==> config.mk <==
export PLATFORM = sky130hd
export DESIGN_NAME = sevenseg_serial_multi
export DESIGN_NICKNAME = d
export VERILOG_FILES = /design/src/rtl/sevenseg_pkg.sv /design/src/rtl/sevenseg_snapshot.sv /design/src/rtl/sevenseg_serial_multi.sv
export SDC_FILE = /design/constraint.sdc
export NUM_CORES = 1
export LEC_CHECK = 0
export CORE_MARGIN = 2
export CORE_UTILIZATION = 30
export CTS_BUF_LIST = sky130_fd_sc_hd__clkbuf_8
export CTS_CLUSTER_SIZE = 30
export DETAILED_ROUTE_END_ITERATION = 10
export GPL_ROUTABILITY_DRIVEN = 0
export GPL_TIMING_DRIVEN = 0
export PLACE_DENSITY = 0.44
export SYNTH_ARGS = -nofsm -noshare
export SYNTH_HDL_FRONTEND = slang
export SYNTH_SLANG_ARGS = --single-unit
==> constraint.sdc <==
create_clock -name in_clk -period 8.2 [get_ports in_clk]
set_clock_uncertainty 0.05 [all_clocks]
set_input_delay 2.05 -clock in_clk [delete_from_list [all_inputs] [get_ports in_clk]]
set_output_delay 2.05 -clock in_clk [all_outputs]
set_load 0.03 [all_outputs]
==> src/rtl/sevenseg_pkg.sv <==
// Shared constants, FSM state type and segment encoder for the serial seven-segment driver.
package sevenseg_pkg;

    localparam logic [7:0] CMD_DATA_AUTOINC = 8'h40;
    localparam logic [7:0] CMD_ADDR0        = 8'hC0;
    localparam logic [7:0] CMD_DISP         = 8'h80;

    typedef enum logic [2:0] {
        IDLE    = 3'd0,
        T1_SEND = 3'd1,
        T1_END  = 3'd2,
        T2_SEND = 3'd3,
        T2_END  = 3'd4,
        T3_SEND = 3'd5,
        T3_END  = 3'd6,
        DONE    = 3'd7
    } state_t;

    // Hex nibble to segment pattern, bit order gfedcba.
    function automatic logic [6:0] seg_encode(input logic [3:0] nibble);
        logic [6:0] seg;
        case (nibble)
            4'h0:    seg = 7'h3F;
            4'h1:    seg = 7'h06;
            4'h2:    seg = 7'h5B;
            4'h3:    seg = 7'h4F;
            4'h4:    seg = 7'h66;
            4'h5:    seg = 7'h6D;
            4'h6:    seg = 7'h7D;
            4'h7:    seg = 7'h07;
            4'h8:    seg = 7'h7F;
            4'h9:    seg = 7'h6F;
            4'hA:    seg = 7'h77;
            4'hB:    seg = 7'h7C;
            4'hC:    seg = 7'h39;
            4'hD:    seg = 7'h5E;
            4'hE:    seg = 7'h79;
            4'hF:    seg = 7'h71;
            default: seg = 7'h00;
        endcase
        return seg;
    endfunction

endpackage

==> src/rtl/sevenseg_snapshot.sv <==
// Captures display inputs at frame start and holds the encoded digit bytes and display command.
// Build option LEADING_ZERO_BLANK_EN blanks zero digits above the highest non-zero digit.
module sevenseg_snapshot
    import sevenseg_pkg::*;
#(
    parameter int NUM_SEGS   = 4,
    parameter int DIGIT_BITS = 4
) (
    input  logic                         clk,
    input  logic                         rst_n,
    input  logic                         load,
    input  logic [NUM_SEGS*DIGIT_BITS-1:0] digits,
    input  logic [NUM_SEGS-1:0]          dp,
    input  logic [2:0]                   brightness,
    input  logic                         display_on,
    output logic [NUM_SEGS*8-1:0]        seg_bytes,
    output logic [7:0]                   disp_cmd
);

    logic [NUM_SEGS-1:0]   blank_s;
    logic [NUM_SEGS*8-1:0] enc_s;

`ifdef LEADING_ZERO_BLANK_EN
    logic seen_s;

    // Mark leading zero digits, scanning from the most significant; digit 0 always shows.
    always_comb begin
        blank_s = '0;
        seen_s  = 1'b0;
        for (int k = NUM_SEGS - 1; k > 0; k--) begin
            if (digits[k*DIGIT_BITS +: 4] != 4'h0) begin
                seen_s = 1'b1;
            end else begin
                seen_s = seen_s;
            end
            blank_s[k] = ~seen_s;
        end
    end
`else
    // No blanking in this build.
    always_comb begin
        blank_s = '0;
    end
`endif

    // Encode every digit; the decimal point survives blanking.
    always_comb begin
        enc_s = '0;
        for (int k = 0; k < NUM_SEGS; k++) begin
            enc_s[k*8 +: 8] = {dp[k], blank_s[k] ? 7'h00 : seg_encode(digits[k*DIGIT_BITS +: 4])};
        end
    end

    // Snapshot registers, written only when a frame starts.
    always_ff @(posedge clk or negedge rst_n) begin
        if (!rst_n) begin
            seg_bytes <= '0;
            disp_cmd  <= 8'h00;
        end else if (load) begin
            seg_bytes <= enc_s;
            disp_cmd  <= CMD_DISP | {4'b0000, display_on, brightness};
        end else begin
            seg_bytes <= seg_bytes;
            disp_cmd  <= disp_cmd;
        end
    end

endmodule

==> src/rtl/sevenseg_serial_multi.sv <==
// Periodic refresh driver for TM1637-style displays: three serial_2wire transactions per frame.
// Build option LEADING_ZERO_BLANK_EN is handled inside sevenseg_snapshot.
module sevenseg_serial_multi
    import sevenseg_pkg::*;
#(
    parameter int MAIN_CLK   = 27_000_000,
    parameter int UPDATE_HZ  = 20,
    parameter int BUS_BITS   = 8,
    parameter int NUM_SEGS   = 4,
    parameter int DIGIT_BITS = 4
) (
    input  logic                           in_clk,
    input  logic                           in_rst_n,
    input  logic                           in_update,
    input  logic [NUM_SEGS*DIGIT_BITS-1:0] in_digits,
    input  logic [NUM_SEGS-1:0]            in_dp,
    input  logic [2:0]                     in_brightness,
    input  logic                           in_display_on,
    input  logic                           in_bus_ready,
    input  logic                           in_bus_next_word,
    output logic                           out_bus_enable,
    output logic [BUS_BITS-1:0]            out_bus_data,
    output logic                           out_busy,
    output logic                           out_frame_done
);

    localparam int PERIOD = MAIN_CLK / UPDATE_HZ;
    localparam int TMR_W  = (PERIOD > 1) ? $clog2(PERIOD) : 1;
    localparam int IDX_W  = $clog2(NUM_SEGS + 2);
    localparam logic [TMR_W-1:0] TMR_RELOAD = TMR_W'(PERIOD - 1);
    localparam logic [IDX_W-1:0] T2_LAST    = IDX_W'(NUM_SEGS);

    state_t                state_r;
    logic [IDX_W-1:0]      idx_r;
    logic [IDX_W-1:0]      idx_next_s;
    logic [TMR_W-1:0]      timer_r;
    logic                  start_s;
    logic [7:0]            t2_word_s;
    logic [NUM_SEGS*8-1:0] seg_bytes_s;
    logic [7:0]            disp_cmd_s;

    sevenseg_snapshot #(
        .NUM_SEGS   (NUM_SEGS),
        .DIGIT_BITS (DIGIT_BITS)
    ) u_snapshot (
        .clk        (in_clk),
        .rst_n      (in_rst_n),
        .load       (start_s),
        .digits     (in_digits),
        .dp         (in_dp),
        .brightness (in_brightness),
        .display_on (in_display_on),
        .seg_bytes  (seg_bytes_s),
        .disp_cmd   (disp_cmd_s)
    );

    // Frame start: idle, refresh period elapsed, refresh allowed and bus free.
    always_comb begin
        start_s = (state_r == IDLE) && (timer_r == '0) && in_update && in_bus_ready;
    end

    // Next T2 word: index 1 carries the most significant digit.
    always_comb begin
        idx_next_s = idx_r + IDX_W'(1);
        t2_word_s  = CMD_ADDR0;
        for (int k = 0; k < NUM_SEGS; k++) begin
            if (idx_next_s == IDX_W'(NUM_SEGS - k)) begin
                t2_word_s = seg_bytes_s[k*8 +: 8];
            end else begin
                t2_word_s = t2_word_s;
            end
        end
    end

    // Refresh timer; holds at zero ("expired") so an overrun frame starts as soon as possible.
    always_ff @(posedge in_clk or negedge in_rst_n) begin
        if (!in_rst_n) begin
            timer_r <= '0;
        end else if (start_s) begin
            timer_r <= TMR_RELOAD;
        end else if (timer_r != '0) begin
            timer_r <= timer_r - TMR_W'(1);
        end else begin
            timer_r <= timer_r;
        end
    end

    // Frame sequencer with registered bus and status outputs.
    always_ff @(posedge in_clk or negedge in_rst_n) begin
        if (!in_rst_n) begin
            state_r        <= IDLE;
            idx_r          <= '0;
            out_bus_enable <= 1'b0;
            out_bus_data   <= '0;
            out_busy       <= 1'b0;
            out_frame_done <= 1'b0;
        end else begin
            out_frame_done <= 1'b0;
            case (state_r)
                IDLE: begin
                    if (start_s) begin
                        state_r        <= T1_SEND;
                        idx_r          <= '0;
                        out_busy       <= 1'b1;
                        out_bus_enable <= 1'b1;
                        out_bus_data   <= BUS_BITS'(CMD_DATA_AUTOINC);
                    end
                end
                T1_SEND: begin
                    if (in_bus_next_word) begin
                        state_r        <= T1_END;
                        out_bus_enable <= 1'b0;
                    end
                end
                T1_END: begin
                    if (in_bus_ready) begin
                        state_r        <= T2_SEND;
                        idx_r          <= '0;
                        out_bus_enable <= 1'b1;
                        out_bus_data   <= BUS_BITS'(CMD_ADDR0);
                    end
                end
                T2_SEND: begin
                    if (in_bus_next_word) begin
                        if (idx_r == T2_LAST) begin
                            state_r        <= T2_END;
                            out_bus_enable <= 1'b0;
                        end else begin
                            idx_r        <= idx_next_s;
                            out_bus_data <= BUS_BITS'(t2_word_s);
                        end
                    end
                end
                T2_END: begin
                    if (in_bus_ready) begin
                        state_r        <= T3_SEND;
                        idx_r          <= '0;
                        out_bus_enable <= 1'b1;
                        out_bus_data   <= BUS_BITS'(disp_cmd_s);
                    end
                end
                T3_SEND: begin
                    if (in_bus_next_word) begin
                        state_r        <= T3_END;
                        out_bus_enable <= 1'b0;
                    end
                end
                T3_END: begin
                    if (in_bus_ready) begin
                        state_r        <= DONE;
                        out_busy       <= 1'b0;
                        out_frame_done <= 1'b1;
                    end
                end
                DONE: begin
                    state_r <= IDLE;
                end
                default: begin
                    state_r        <= IDLE;
                    out_bus_enable <= 1'b0;
                    out_busy       <= 1'b0;
                end
            endcase
        end
    end

endmodule

==> impl_metrics.py <==
metrics = {
    "run_status": {
        "status": "finished clean",
    },
    "drt": {
        "firstDrtPassIters": 5,
        "routed_via_density": 4.915,
        "initialDrtViolationCount": 219,
        "via_count": 3942,
        "ant_nets": 0,
        "wl_per_cell_microns": 15.51,
        "finalWirelength_microns": 12440,
        "drcViolationCount": 0,
    },
    "clock_network": {
        "clkTransAtPathRegs_ns": 0.08,
        "worst_skew_pair.late_latency_ns": 0.38,
        "clockBufferDepth": 2,
        "ctsHoldBuffers": 0,
        "cts_setup_buffers": 0,
        "tritoncts": "yes",
        "numCtsBuffers": 9,
        "cts.sinks": 75,
        "htreeDepth": 3,
        "ctsResizeCount": 0,
        "clock_tree.root_cell": "clkbuf_8",
    },
    "cells_and_area": {
        "n_antenna_cell": 0,
        "fin_cells": 802,
        "nFillCells": 1710,
        "finalNetCount": 649,
        "regArea_sq_um": 1877,
        "drive_above_1_share_pct": 8.362,
        "multi_input_area_sq_um": 2765,
        "final_area_sq_um": 5729,
        "synthToLayoutAreaGrowth_pct": 17.92,
        "post-route-util_pct": 36.07,
    },
    "worst_setup_path": {
        "required_ns": 8.38,
        "critPathCaptureType": "register",
        "cp_slowest_stage_delay_ns": 0.59,
        "path_buf_inv": 3,
        "cp_max_fo": 10,
        "cp.arrival_ns": 4.42,
        "crit_chain": "clkdlybuf4s50_1 > nand2_1 > nor3b_1 > nand4_1 > clkbuf_1 > clkbuf_1 > nand2_1 > o21ai_0",
        "crit_type": "primary input to register",
        "critical_path.slowest_cell": "clkdlybuf4s50_1",
        "startpoint_type": "primary input",
        "cp_top_family": "buffers and inverters",
    },
    "global_route": {
        "gr-usage-all-layers_pct": 15.13,
        "grt_pass1_vias": 3934,
        "grt_max_degree": 43,
        "grt_overflow": 0,
        "antenna_found_initial": 0,
        "grt_first_pass_wirelength_microns": 20820,
    },
    "synthesis": {
        "syn_nets": 600,
        "yosysTopAreaCell": "dfrtp_1",
        "yosysMostFrequentCell": "dfrtp_1",
        "ys_seq_area_share_pct": 38.63,
        "synthTopCellsByArea": "dfrtp_1, ha_1, nand2_1, o21ai_0, a21oi_1",
        "async_flop_share_pct": 100.0,
        "syn-cell-area_sq_um": 4858,
        "ys_warn_count": 0,
        "synth_common_cells": "dfrtp_1, nand2_1, o21ai_0",
        "synth_top_area_share_pct": 38.63,
        "synth_edf_count": 0,
        "syn_area_per_cell_sq_um": 9.132,
        "synth_cells": 532,
        "ys.flop_type": "dfrtp_1",
        "ys_types": 60,
        "ys_ff_latch": 75,
    },
    "sta": {
        "holdWs_ns": 0.4189,
        "post-route-period-util_pct": 51.68,
        "fin_setup_tns_ns": 0,
        "fmax_mhz": 236.0,
        "slew_viol_final": 0,
        "tightest_slew_ns": 0.8433,
        "grt_setup_unrepaired": "false",
        "finalHoldViolations": 0,
        "relSlewSlack_pct": 43.31,
        "fin_ws_ns": 3.962,
        "setup_viol": 0,
        "min_period_ns": 4.238,
    },
    "power_and_ir_drop": {
        "fin_total_pwr_mw": 0.7428,
        "peakVddDrop_mv": 0.08710,
        "power.density_nw_per_um2": 129.6,
        "leakage_nw": 2.514,
    },
    "placed_design": {
        "port_buffers": 37,
        "pre_cts_ws_ns": 3.549,
        "dp.cells": 786,
        "hpwl_microns": 9578,
        "place_area_sq_um": 5517,
    },
    "worst_hold_path": {
        "hp-class": "register to register",
    },
    "run": {
        "cap_viol_max_count": 0,
    },
    "floorplan": {
        "die_h_microns": 131.3,
        "rows": 46,
        "start_util_pct": 30.58,
        "ios": 40,
        "die_w_microns": 131.3,
        "core_area_sq_um": 15890,
        "fp.dieArea_sq_um": 17230,
    },
}
==> cell usage in the layout, fill, tap and decap left out, types with 6 or more instances in the layout <==
| cell type | instances |
|---|---|
| mux2_4 | 9 |
| a31oi_1 | 7 |
| a21o_1 | 7 |
| ha_1 | 39 |
| mux2_2 | 6 |
| nor3_1 | 10 |
| inv_1 | 24 |
| dfrtp_1 | 75 |
| clkbuf_8 | 12 |
| xnor2_1 | 6 |
| nand3_1 | 7 |
| clkdlybuf4s50_1 | 36 |
| nand2_1 | 73 |
| nor2_1 | 41 |
| clkbuf_1 | 27 |
| nor2b_1 | 17 |
| o21ai_0 | 42 |
| a21oi_1 | 35 |
==> cell families after synthesis <==
family	Yosys count	synth area share (%)
AO/OA/AOI/OAI	133	17.72
XOR/XNOR	10	1.803
adder cells (fa/ha/maj)	39	10.04
buffers and inverters	55	4.455
flip-flops	75	38.63
multiplexers	24	7.056
AND/OR/NAND/NOR	196	20.29
==> routing by layer <==
| metal | vias to the layer above | routed length (microns) | global-route usage (%) | part of all wire, % |
|---|---|---|---|---|
| met1 | 1881 | 6068 | 20.62 | 49 |
| li1 | 1983 | - | - | - |
| met5 | - | 0 | 0 | 0 |
| met3 | 13 | 355 | 2.276 | 2.9 |
| met2 | 65 | 5798 | 24.36 | 47 |
| met4 | 0 | 218 | 5.616 | 1.8 |
==> flip-flops by register name (all words and copies together) (netlist names) <==
signal / flops
out_bus_data: 8
idx_r: 3
out_frame_done: 1
timer_r: 21
out_bus_enable: 1
u_snapshot.disp_cmd: 5
u_snapshot.seg_bytes: 32
out_busy: 1
state_r: 3
==> where the power goes <==
group,leakage (nW),switching (mW),internal (mW)
Combinational,1.43,0.0360,0.0293
Clock,0.108,0.144,0.164
Sequential,0.977,0,0.370
Total,2.51,0.180,0.563
==> final timing paths <==
path                                                   endpoint  slack (ns)                               start  depth (start not counted)
setup / recovery           u_snapshot.seg_bytes[21]$_DFFE_PN0P_        3.96                        in_bus_ready                          8
hold / removal               u_snapshot.disp_cmd[7]$_DFFE_PN0P_        0.42  u_snapshot.disp_cmd[7]$_DFFE_PN0P_                          1
setup reg to reg           u_snapshot.seg_bytes[21]$_DFFE_PN0P_        5.13              state_r[0]$_DFFE_PN0P_                          9
hold reg to reg              u_snapshot.disp_cmd[7]$_DFFE_PN0P_        0.42  u_snapshot.disp_cmd[7]$_DFFE_PN0P_                          1
max in group asynchronous  u_snapshot.seg_bytes[27]$_DFFE_PN0P_        5.94                            in_rst_n                          2
min in group asynchronous           out_bus_data[0]$_DFFE_PN0P_        1.57                            in_rst_n                          1
==> final cells by class <==
cell class	instances	share of cell area, %
multi-input cells	402	48.26
clock inverters	4	0.8299
well taps	216	4.717
plain buffers	31	2.206
repair buffers	38	6.770
flip-flops and latches	75	32.76
inverters	24	1.572
clock buffers	12	2.883
Note: power is estimated with default switching activity, not from simulation.
